[src/rtl/shift_serializer_8bit_if.sv]
// shift_serializer_8bit_if: source/sink handshake bundle for the serializer.
// Ports (from the slave's view):
//   a, lr, load_valid   parallel word, direction, load request      (in)
//   load_ready          idle, will take a word                      (out)
//   shift_en            sink accepts the current bit                (in)
//   sout, sout_valid    serial bit and its qualifier                (out)
//   sout_last, done     last bit of frame, post-frame pulse         (out)
//   y                   shift register contents                     (out)
interface shift_serializer_8bit_if #(parameter int WIDTH = 8);
    logic [WIDTH-1:0] a;
    logic             lr;
    logic             load_valid;
    logic             load_ready;
    logic             shift_en;
    logic             sout;
    logic             sout_valid;
    logic             sout_last;
    logic             done;
    logic [WIDTH-1:0] y;
    modport master (
        output a, lr, load_valid, shift_en,
        input  load_ready, sout, sout_valid, sout_last, done, y
    );
    modport slave (
        input  a, lr, load_valid, shift_en,
        output load_ready, sout, sout_valid, sout_last, done, y
    );
endinterface

[src/rtl/shift_serializer_8bit.sv]
// shift_serializer_8bit: parallel-to-serial shifter, MSB- or LSB-first.
// Ports:
//   clk  rising-edge clock
//   rst  asynchronous active-high reset
//   bus  slave side of shift_serializer_8bit_if (load handshake, serial out, y)
module shift_serializer_8bit #(
    parameter int WIDTH = 8,
    parameter int CNT_W = 3
) (
    input logic                      clk,
    input logic                      rst,
    shift_serializer_8bit_if.slave   bus
);
    typedef enum logic {IDLE, SHIFT} state_t;
    state_t             state, next;
    logic [WIDTH-1:0]   sreg;
    logic [CNT_W-1:0]   cnt;
    logic               dir;
    logic               done_q;
    logic               consume;
    logic               last;
    logic               accept;
    always_comb begin
        accept  = (state == IDLE) && bus.load_valid;
        consume = (state == SHIFT) && bus.shift_en;
        last    = cnt == CNT_W'(WIDTH - 1);
        next    = state;
        if (state == IDLE)
            next = bus.load_valid ? SHIFT : IDLE;
        else
            next = (consume && last) ? IDLE : SHIFT;
    end
    always_ff @(posedge clk or posedge rst) begin
        if (rst) begin
            state  <= IDLE;
            sreg   <= '0;
            cnt    <= '0;
            dir    <= 1'b0;
            done_q <= 1'b0;
        end else begin
            state  <= next;
            done_q <= consume && last;
            if (accept) begin
                sreg <= bus.a;
                dir  <= bus.lr;
                cnt  <= '0;
            end else if (consume) begin
                sreg <= dir ? (sreg >> 1) : (sreg << 1);
                cnt  <= cnt + CNT_W'(1);
            end
        end
    end
    assign bus.load_ready = state == IDLE;
    assign bus.sout_valid = state == SHIFT;
    // Forced low in IDLE so a just-loaded register never leaks onto sout.
    assign bus.sout       = (state == SHIFT) && (dir ? sreg[0] : sreg[WIDTH-1]);
    assign bus.sout_last  = (state == SHIFT) && last;
    assign bus.done       = done_q;
    assign bus.y          = sreg;
endmodule

[src/flat_wrapper.sv]
// flat-port wrapper written by rule: the top's interface ports become plain ports
module shift_serializer_8bit_flat 
#(
    parameter int WIDTH = 8,
    parameter int CNT_W = 3
)
  (clk, rst, bus_a, bus_lr, bus_load_valid, bus_shift_en, bus_load_ready, bus_sout, bus_sout_valid, bus_sout_last, bus_done, bus_y);
  shift_serializer_8bit_if #(.WIDTH(WIDTH)) bus_i ();
  input logic clk;
  input logic rst;
  input wire logic [$bits(bus_i.a)-1:0] bus_a;
  input wire logic [$bits(bus_i.lr)-1:0] bus_lr;
  input wire logic [$bits(bus_i.load_valid)-1:0] bus_load_valid;
  input wire logic [$bits(bus_i.shift_en)-1:0] bus_shift_en;
  output wire logic [$bits(bus_i.load_ready)-1:0] bus_load_ready;
  output wire logic [$bits(bus_i.sout)-1:0] bus_sout;
  output wire logic [$bits(bus_i.sout_valid)-1:0] bus_sout_valid;
  output wire logic [$bits(bus_i.sout_last)-1:0] bus_sout_last;
  output wire logic [$bits(bus_i.done)-1:0] bus_done;
  output wire logic [$bits(bus_i.y)-1:0] bus_y;
  assign bus_i.a = bus_a;
  assign bus_i.lr = bus_lr;
  assign bus_i.load_valid = bus_load_valid;
  assign bus_i.shift_en = bus_shift_en;
  assign bus_load_ready = bus_i.load_ready;
  assign bus_sout = bus_i.sout;
  assign bus_sout_valid = bus_i.sout_valid;
  assign bus_sout_last = bus_i.sout_last;
  assign bus_done = bus_i.done;
  assign bus_y = bus_i.y;
  shift_serializer_8bit #(.WIDTH(WIDTH), .CNT_W(CNT_W)) u_core (.clk(clk), .rst(rst), .bus(bus_i));
endmodule
[config.mk]
export PLATFORM = sky130hd
export DESIGN_NAME = shift_serializer_8bit_flat
export DESIGN_NICKNAME = d
export VERILOG_FILES = /design/src/rtl/shift_serializer_8bit_if.sv /design/src/rtl/shift_serializer_8bit.sv /design/src/flat_wrapper.sv
export SDC_FILE = /design/constraint.sdc
export NUM_CORES = 1
export LEC_CHECK = 0
export ABC_AREA = 1
export CAP_MARGIN = 5
export CORE_MARGIN = 1.5
export CORE_UTILIZATION = 45
export CTS_BUF_LIST = sky130_fd_sc_hd__clkbuf_2 sky130_fd_sc_hd__clkbuf_4 sky130_fd_sc_hd__clkbuf_8
export DETAILED_ROUTE_END_ITERATION = 8
export PLACE_DENSITY = 0.79
export REMOVE_ABC_BUFFERS = 1
export SLEW_MARGIN = 20
export SYNTH_ARGS = -nofsm -noshare
export SYNTH_HDL_FRONTEND = slang
export SYNTH_SLANG_ARGS = --single-unit
[constraint.sdc]
create_clock -name clk -period 2.6 [get_ports clk]
set_clock_uncertainty 0.2 [all_clocks]
set_input_delay 0.26 -clock clk [delete_from_list [all_inputs] [get_ports clk]]
set_output_delay 0.26 -clock clk [all_outputs]
set_load 0.05 [all_outputs]
==> results of run 1 <==
-- cells by family after synthesis --
group / after synthesis
flip-flops: 14
buffers and inverters: 19
AO/OA/AOI/OAI: 10
adder cells (fa/ha/maj): 2
AND/OR/NAND/NOR: 64
-- layout by cell type (no fill, tap or decap) --
cell,netlist,layout
o21ai_0,8,8
nand2_1,48,48
nand3_1,9,9
dfrtp_1,14,14
inv_2,2,2
clkinv_2,1,1
clkbuf_8,0,1
o22ai_1,1,1
clkinv_1,1,1
nor2_1,6,6
clkdlybuf4s50_1,0,25
nand2_4,1,1
inv_1,12,12
clkbuf_4,0,3
a21oi_1,1,1
ha_1,2,2
-- worst reg2reg max path, stage by stage, from the launching register on --
cell and delay (ns):
dfrtp_1 0.47, nand2_1 0.29, nand2_1 0.26, clkinv_2 0.17
nand2_1 0.09, nand2_1 0.05
-- registers in the layout, summed over array words and instances (netlist names) --
register               cells
u_core.cnt                 3
u_core.dir                 1
u_core.bus.y               8
u_core.bus.done            1
u_core.bus.sout_valid      1
-- through the flow --
stage	power, W	area (sq um)
3_3_place_gp	0.00108	1020
5_1_grt	0.00134	1050
6_report	0.00125	1050
4_1_cts	0.00126	1050
3_5_place_dp	0.00110	1020
2_1_floorplan	0.000866	747
-- power breakdown --
group	total [W]	switching [W]	internal [W]
registers	0.000396	0.0000930	0.000303
logic	0.000695	0.000457	0.000238
clock network	0.000160	0.0000745	0.0000853
total	0.00125	0.000624	0.000627
-- cell usage after synthesis (all sizes together) --
cell type  count  area, sq um
inv           14         52.6
o21ai          8         40.0
o22ai          1         6.26
buf            3         23.8
dfrtp         14          350
a21oi          1         5.00
nand2         49          191
nand3          9         45.0
clkinv         2         8.75
ha             2         25.0
nor2           6         22.5
-- path summary, 6_finish.rpt --
| check | from | to | slack [ns] |
|---|---|---|---|
| setup / recovery | u_core.dir$_DFFE_PP0P_ | bus_sout | 0.21 |
| max in group asynchronous | rst | u_core.cnt[2]$_DFFE_PP0P_ | 1.73 |
| hold / removal | rst | u_core.bus.done$_DFF_PP0_ | 0.11 |
| hold reg to reg | u_core.cnt[1]$_DFFE_PP0P_ | u_core.cnt[1]$_DFFE_PP0P_ | 0.28 |
| setup reg to reg | u_core.bus.sout_valid$_DFF_PP0_ | u_core.cnt[2]$_DFFE_PP0P_ | 0.96 |
| min in group clk | u_core.cnt[1]$_DFFE_PP0P_ | u_core.cnt[1]$_DFFE_PP0P_ | 0.28 |
-- layout make-up --
| cell class | instances | area, sq um | area share |
|---|---|---|---|
| clock buffer | 4 | 36.3 | 0.0344 |
| inverter | 16 | 61.3 | 0.0582 |
| sequential | 14 | 350 | 0.333 |
| timing repair buffer | 25 | 250 | 0.238 |
| multi-input combinational | 76 | 335 | 0.318 |
| tap | 16 | 20.0 | 0.0190 |
-- layer usage --
metal | global-route usage | up-vias
met2 | 0.294 | 23
met3 | 0.0367 | 5
met4 | 0.109 | 0
met5 | 0 | -
li1 | - | 386
met1 | 0.264 | 336
==> results.cfg, run 1 <==
[placed_design]
pre_cts_slack_ns = 0.544
place_inst = 147
place.gp.congestion = 0.796
dp_hpwl_um = 1190
portBuffers = 25

[outcome]
outcome = finished with violations
violations = DRC

[timing]
finalHoldViolations = 0
finalSetupViolCount = 0
max_freq_ghz = 0.419
finalWorstSetupSlack_ns = 0.213
period_minus_slack_ns = 2.39
fin_crit_sh = 0.918
finalMaxSlewViolations = 0
worst_pin_slew_ns = 0.544
finalSetupTns_ns = 0
relSlewSlack = 0.637
rsz0062_at_grt = false
hold-worst-slack_ns = 0.108

[clocking]
htreeDepth = 1
post-cts-setup-buffers = 0
cts_buffers = 3
cts_sinks = 14
cts_max_path_buffers = 2
insertion_delay_ns = 0.28
cts_tree = yes
cts_resized = 0
holdBufCountCts = 0
clkTransAtPathRegs_ns = 0.09
root_buffer = clkbuf_4

[synthesis]
synth_warnings = 0
synth_compound_area_frac = 0.0666
netlist_instances = 109
synth-xor-area-share = 0
synth_seq_area_share = 0.455
synth.distinct_cells = 16
syn_avg_cell_area_sq_um = 7.07
synthSimpleGateAreaFrac = 0.336
ys_ff_latch = 14
synth_area_sq_um = 771
synthMuxAreaShare = 0
synth_fa_ha_area_frac = 0.0325
synth_top_family_by_area = simple AND/OR/NAND/NOR gates

[cells_and_area]
final_cell_count_no_fill = 151
fin_util = 0.676
fill_cells = 144
final_nets = 151
n_antenna_cell = 0
area_delta_synth_final_pct = 36.7
drive_gt1_frac = 0.0593

[routing]
avgRoutedWirePerCell_um = 10.9
first_iter_violations = 14
num_vias = 750
met3WireLength_um = 76
drc = 1
dr.pass1.iters = 6
drt-met1-wl_um = 766
wl_met2_um = 762
drtAntennaViolNets = 0
viasPerCell = 4.97
wirelength_um = 1650
top_layer_used = met4

[setup_path]
crit_buf_inv = 2
endpoint_kind = primary output
r2r_cells = 5
cp_max_fo = 9
path_cells = clkinv_1 -> nor2_1 -> nor2_1 -> clkdlybuf4s50_1
crit_top_cell = nor2_1
critPathRequiredTime_ns = 2.14
crit_family = buffers and inverters
setup.worst_path.class = reg -> out
max_stage_delay_ns = 0.70
start_kind = flop
critPathArrivalTime_ns = 1.93
crit_slowest_cell = clkdlybuf4s50_1
crit_cells = 4

[global_route]
antenna_found_initial = 0
grt_max_degree = 16
grt_pass1_wl_um = 2780
overflow = 0
gr-usage-all-layers = 0.195
grt_pass1_vias = 655

[floorplanning]
die_w_um = 44.4
ios = 26
rows = 14
core_area_sq_mm = 0.00156
start_util = 0.494
dieArea_sq_mm = 0.00197
die_y_um = 44.4

[pwr]
cellPowerDensity_mw_per_mm2 = 1190
p_leak_nw = 0.567
ir_drop_v = 0.000705

[flow_run]
cap_violations = 0

[min_path]
holdCritPathClass = in -> async
(Power assumes the default switching activity.)
==> inputs of run 2 (changes only) <==
==> constraint.sdc (replaced) <==
create_clock -name clk -period 2.6 [get_ports clk]
set_clock_uncertainty 0.2 [all_clocks]
set_input_delay 0.26 -clock clk [delete_from_list [all_inputs] [get_ports clk]]
set_output_delay 0.26 -clock clk [all_outputs]
set_load 0.02 [all_outputs]
==> results.cfg, run 2 (synthesized netlist as in run 1, its figures left out) <==
[pwr]
pwr-share-comb = 0.487
p_leak_nw = 0.567
p_sw_frac = 0.423
ir_drop_v = 0.000563
power.total_w = 0.00109
cellInternalPower_w = 0.000628
pwr-share-seq = 0.366
cellPowerDensity_mw_per_mm2 = 1030
clkPwrFrac = 0.147
switchingPower_w = 0.000461

[routing]
drc = 0
avgRoutedWirePerCell_um = 11.3
dr.pass1.iters = 6
first_iter_violations = 21
num_vias = 760
drtAntennaViolNets = 0
wirelength_um = 1700
viasPerCell = 5.03

[floorplanning]
die_y_um = 44.4
core_area_sq_mm = 0.00156
rows = 14
dieArea_sq_mm = 0.00197
ios = 26
start_util = 0.494
die_w_um = 44.4

[global_route]
antenna_found_initial = 0
grt_pass1_vias = 668
gr-usage-all-layers = 0.198
overflow = 0
grt_pass1_wl_um = 2820
grt_max_degree = 16

[setup_path]
endpoint_kind = primary output
start_kind = flop
cp_max_fo = 9
critPathArrivalTime_ns = 1.80
reg2reg_slack_ns = 0.93
setup.worst_path.class = reg -> out
reg2reg_from = u_core.bus.sout_valid$_DFF_PP0_
r2r_end = u_core.cnt[2]$_DFFE_PP0P_
critPathRequiredTime_ns = 2.14
r2r_cells = 5

[timing]
fin_crit_sh = 0.868
period_minus_slack_ns = 2.26
rsz0062_at_grt = false
finalSetupViolCount = 0
finalMaxSlewViolations = 0
finalHoldViolations = 0
finalWorstSetupSlack_ns = 0.343
max_freq_ghz = 0.443
finalSetupTns_ns = 0
worst_pin_slew_ns = 0.536
relSlewSlack = 0.643

[placed_design]
pre_cts_slack_ns = 0.683
place.gp.congestion = 0.796
portBuffers = 25
dp_hpwl_um = 1220

[outcome]
outcome = finished, final reports clean

[cells_and_area]
multi_input_area_sq_um = 335
drive_gt1_frac = 0.0593
area_delta_synth_final_pct = 36.7
final_nets = 151
final_common_cell = nand2_1
largest_reg_flops = 8
layout_common_cells = nand2_1, clkdlybuf4s50_1, dfrtp_1
fill_cells = 138
n_antenna_cell = 0
seqCellArea_sq_um = 350

[clocking]
clkTransAtPathRegs_ns = 0.09
root_buffer = clkbuf_4
cts_tree = yes
cts_max_path_buffers = 2
insertion_delay_ns = 0.29
cts_resized = 0
holdBufCountCts = 0
cts_sinks = 14
cts_buffers = 3
post-cts-setup-buffers = 0
htreeDepth = 1

[min_path]
holdCritPathClass = in -> async

[flow_run]
cap_violations = 0
[run 2: final cells by class]
| class | count | area share |
|---|---|---|
| flip-flops and latches | 14 | 0.333 |
| well taps | 16 | 0.0190 |
| inverters | 16 | 0.0582 |
| clock buffers | 4 | 0.0344 |
| repair buffers | 25 | 0.238 |
| multi-input cells | 76 | 0.318 |
[run 2: through the flow]
step            util  hold WS, ns  instances  cell area [sq um]
2_1_floorplan      -      -0.0508        106                747
3_3_place_gp   0.652        0.259        147               1020
3_5_place_dp   0.652        0.275        147               1020
4_1_cts        0.676        0.125        151               1050
5_1_grt        0.676        0.162        151               1050
6_report       0.676        0.105        151               1050
[run 2: worst max-delay path by stage]
stage	start	to	slack, ns	cells past startpoint
after floorplan	u_core.bus.sout_valid$_DFF_PP0_	u_core.bus.y[7]$_DFFE_PP0P_	1.12	5
after global placement	u_core.dir$_DFFE_PP0P_	bus_sout	0.74	4
after detailed placement	u_core.dir$_DFFE_PP0P_	bus_sout	0.68	4
after CTS	u_core.dir$_DFFE_PP0P_	bus_sout	0.35	4
after global routing	u_core.dir$_DFFE_PP0P_	bus_sout	0.22	4
final	u_core.dir$_DFFE_PP0P_	bus_sout	0.34	4
[run 2: power by group through the flow]
stage	logic [W]	registers, W	clock network, W
after floorplan	0.000252	0.000447	0
after global placement	0.000519	0.000393	0
after detailed placement	0.000533	0.000400	0
after CTS	0.000536	0.000396	0.000164
after global routing	0.000594	0.000411	0.000167
final	0.000531	0.000399	0.000160
[run 2: critical path: stages (launching register included)]
cell	delay, ns
dfrtp_1	0.51
clkinv_1	0.28
nor2_1	0.14
nor2_1	0.05
clkdlybuf4s50_1	0.53
[run 2: metal layers]
layer | track usage | vias to the layer above | routed length (um)
met5 | 0 | - | 0
met4 | 0.139 | 0 | 43
met3 | 0.0122 | 5 | 103
met2 | 0.300 | 32 | 791
met1 | 0.268 | 339 | 764
li1 | - | 384 | -
==> inputs of run 3 (changes only) <==
--- a/config.mk
+++ b/config.mk
@@ -11,8 +11,9 @@
 export CORE_UTILIZATION = 45
 export CTS_BUF_LIST = sky130_fd_sc_hd__clkbuf_2 sky130_fd_sc_hd__clkbuf_4 sky130_fd_sc_hd__clkbuf_8
 export DETAILED_ROUTE_END_ITERATION = 8
-export PLACE_DENSITY = 0.79
+export DONT_BUFFER_PORTS = 1
 export REMOVE_ABC_BUFFERS = 1
+export SKIP_LAST_GASP = 1
 export SLEW_MARGIN = 20
 export SYNTH_ARGS = -nofsm -noshare
 export SYNTH_HDL_FRONTEND = slang
==> constraint.sdc (replaced) <==
create_clock -name clk -period 2.6 [get_ports clk]
set_clock_uncertainty 0.2 [all_clocks]
set_input_delay 0.26 -clock clk [delete_from_list [all_inputs] [get_ports clk]]
set_output_delay 0.26 -clock clk [all_outputs]
set_load 0.01 [all_outputs]
==> results.cfg, run 3 (synthesized netlist as in run 1, its figures left out) <==
[outcome]
outcome = finished, final reports clean

[cells_and_area]
area_delta_synth_final_pct = 10.7
fill_cells = 164
largest_reg_flops = 8
final_common_cell = nand2_1
layout_common_cells = nand2_1, dfrtp_1, inv_1
drive_gt1_frac = 0.0696
final_cell_count_no_fill = 131
final_nets = 131
postLayoutCellArea_sq_um = 853
n_antenna_cell = 0

[min_path]
holdCritPathClass = in -> reg

[setup_path]
cp_max_fo = 9
endpoint_kind = primary output
critPathArrivalTime_ns = 1.37
start_kind = flop
critPathRequiredTime_ns = 2.14
setup.worst_path.class = reg -> out

[clocking]
clkTransAtPathRegs_ns = 0.09
htreeDepth = 1
insertion_delay_ns = 0.28
cts_sinks = 14
root_buffer = clkbuf_4
cts_resized = 0
cts_buffers = 3
cts_tree = yes
cts_max_path_buffers = 2

[placed_design]
place_inst = 122
place.gp.congestion = 0.740
dp_hpwl_um = 1130
portBuffers = 0
pre_cts_slack_ns = 0.903
place_area_sq_um = 767

[timing]
finalHoldViolations = 0
rsz0062_at_grt = false
relSlewSlack = 0.647
hold-worst-slack_ns = 0.00128
period_minus_slack_ns = 1.83
fin_crit_sh = 0.703
finalWorstSetupSlack_ns = 0.771
worst_pin_slew_ns = 0.530
max_freq_ghz = 0.547
finalSetupTns_ns = 0
finalSetupViolCount = 0
finalMaxSlewViolations = 0

[pwr]
p_leak_nw = 0.494
cellPowerDensity_mw_per_mm2 = 1030
ir_drop_v = 0.000502

[routing]
avgRoutedWirePerCell_um = 12.6
viasPerCell = 5.27
dr.pass1.iters = 5
drc = 0
first_iter_violations = 23
wirelength_um = 1650
drtAntennaViolNets = 0
num_vias = 691

[floorplanning]
ios = 26
core_area_sq_mm = 0.00156
dieArea_sq_mm = 0.00197
start_util = 0.494
rows = 14
die_y_um = 44.4
die_w_um = 44.4

[global_route]
antenna_found_initial = 0
grt_max_degree = 16
gr-usage-all-layers = 0.202
grt_pass1_vias = 632
grt_pass1_wl_um = 2810
overflow = 0

[flow_run]
cap_violations = 0
run 3: cell types whose count changed in the layout (fill, tap and decap cells not counted), sizes merged:
| cell | delta |
|---|---|
| clkdlybuf4s50 | -25 |
| dlygate4sd3 | +5 |
run 3: path summary, 6_finish.rpt:
check,start,end,slack (ns),cells past startpoint
hold / removal,bus_a[2],u_core.bus.y[2]$_DFFE_PP0P_,0.001,4
max in group asynchronous,rst,u_core.bus.y[5]$_DFFE_PP0P_,1.59,2
setup / recovery,u_core.dir$_DFFE_PP0P_,bus_sout,0.77,3
hold reg to reg,u_core.cnt[1]$_DFFE_PP0P_,u_core.cnt[1]$_DFFE_PP0P_,0.29,2
setup reg to reg,u_core.bus.sout_valid$_DFF_PP0_,u_core.bus.y[6]$_DFFE_PP0P_,0.91,5
min in group asynchronous,rst,u_core.cnt[0]$_DFFE_PP0P_,0.26,2
run 3: routing by layer:
metal / share of wire / vias to the layer above / GRT usage
met3: 0.064 / 2 / 0.0816
met1: 0.49 / 327 / 0.274
met4: 0.0085 / 0 / 0.0545
met2: 0.44 / 20 / 0.300
met5: 0 / - / 0
li1: - / 342 / -
run 3: repair_timing:
action                                 CTS  global route
hold buffers                             5             0
endpoints found under the hold margin   18             0
buffers inserted                         0             0
run 3: final cells by class:
cell class | count | area [sq um] | share of cell area
multi-input combinational | 76 | 335 | 0.393
clock buffer | 4 | 36.3 | 0.0425
sequential | 14 | 350 | 0.411
tap | 16 | 20.0 | 0.0235
inverter | 16 | 61.3 | 0.0718
timing repair buffer | 5 | 50.0 | 0.0587
run 3: critical path: stages, from the launching register on:
cell and delay (ns):
dfrtp_1 0.53, clkinv_1 0.30, nor2_1 0.16, nor2_1 0.09
run 3: power by group:
part	internal, W	switching (W)	total (W)
sequential	0.000303	0.000133	0.000435
clock	0.0000852	0.0000749	0.000160
combinational	0.000109	0.000177	0.000286
run 3: stage by stage:
step                power [W]   util
floorplan            0.000643      -
global placement     0.000714  0.492
detailed placement   0.000721  0.492
CTS                  0.000890  0.547
global route         0.000971  0.547
finish               0.000882  0.547
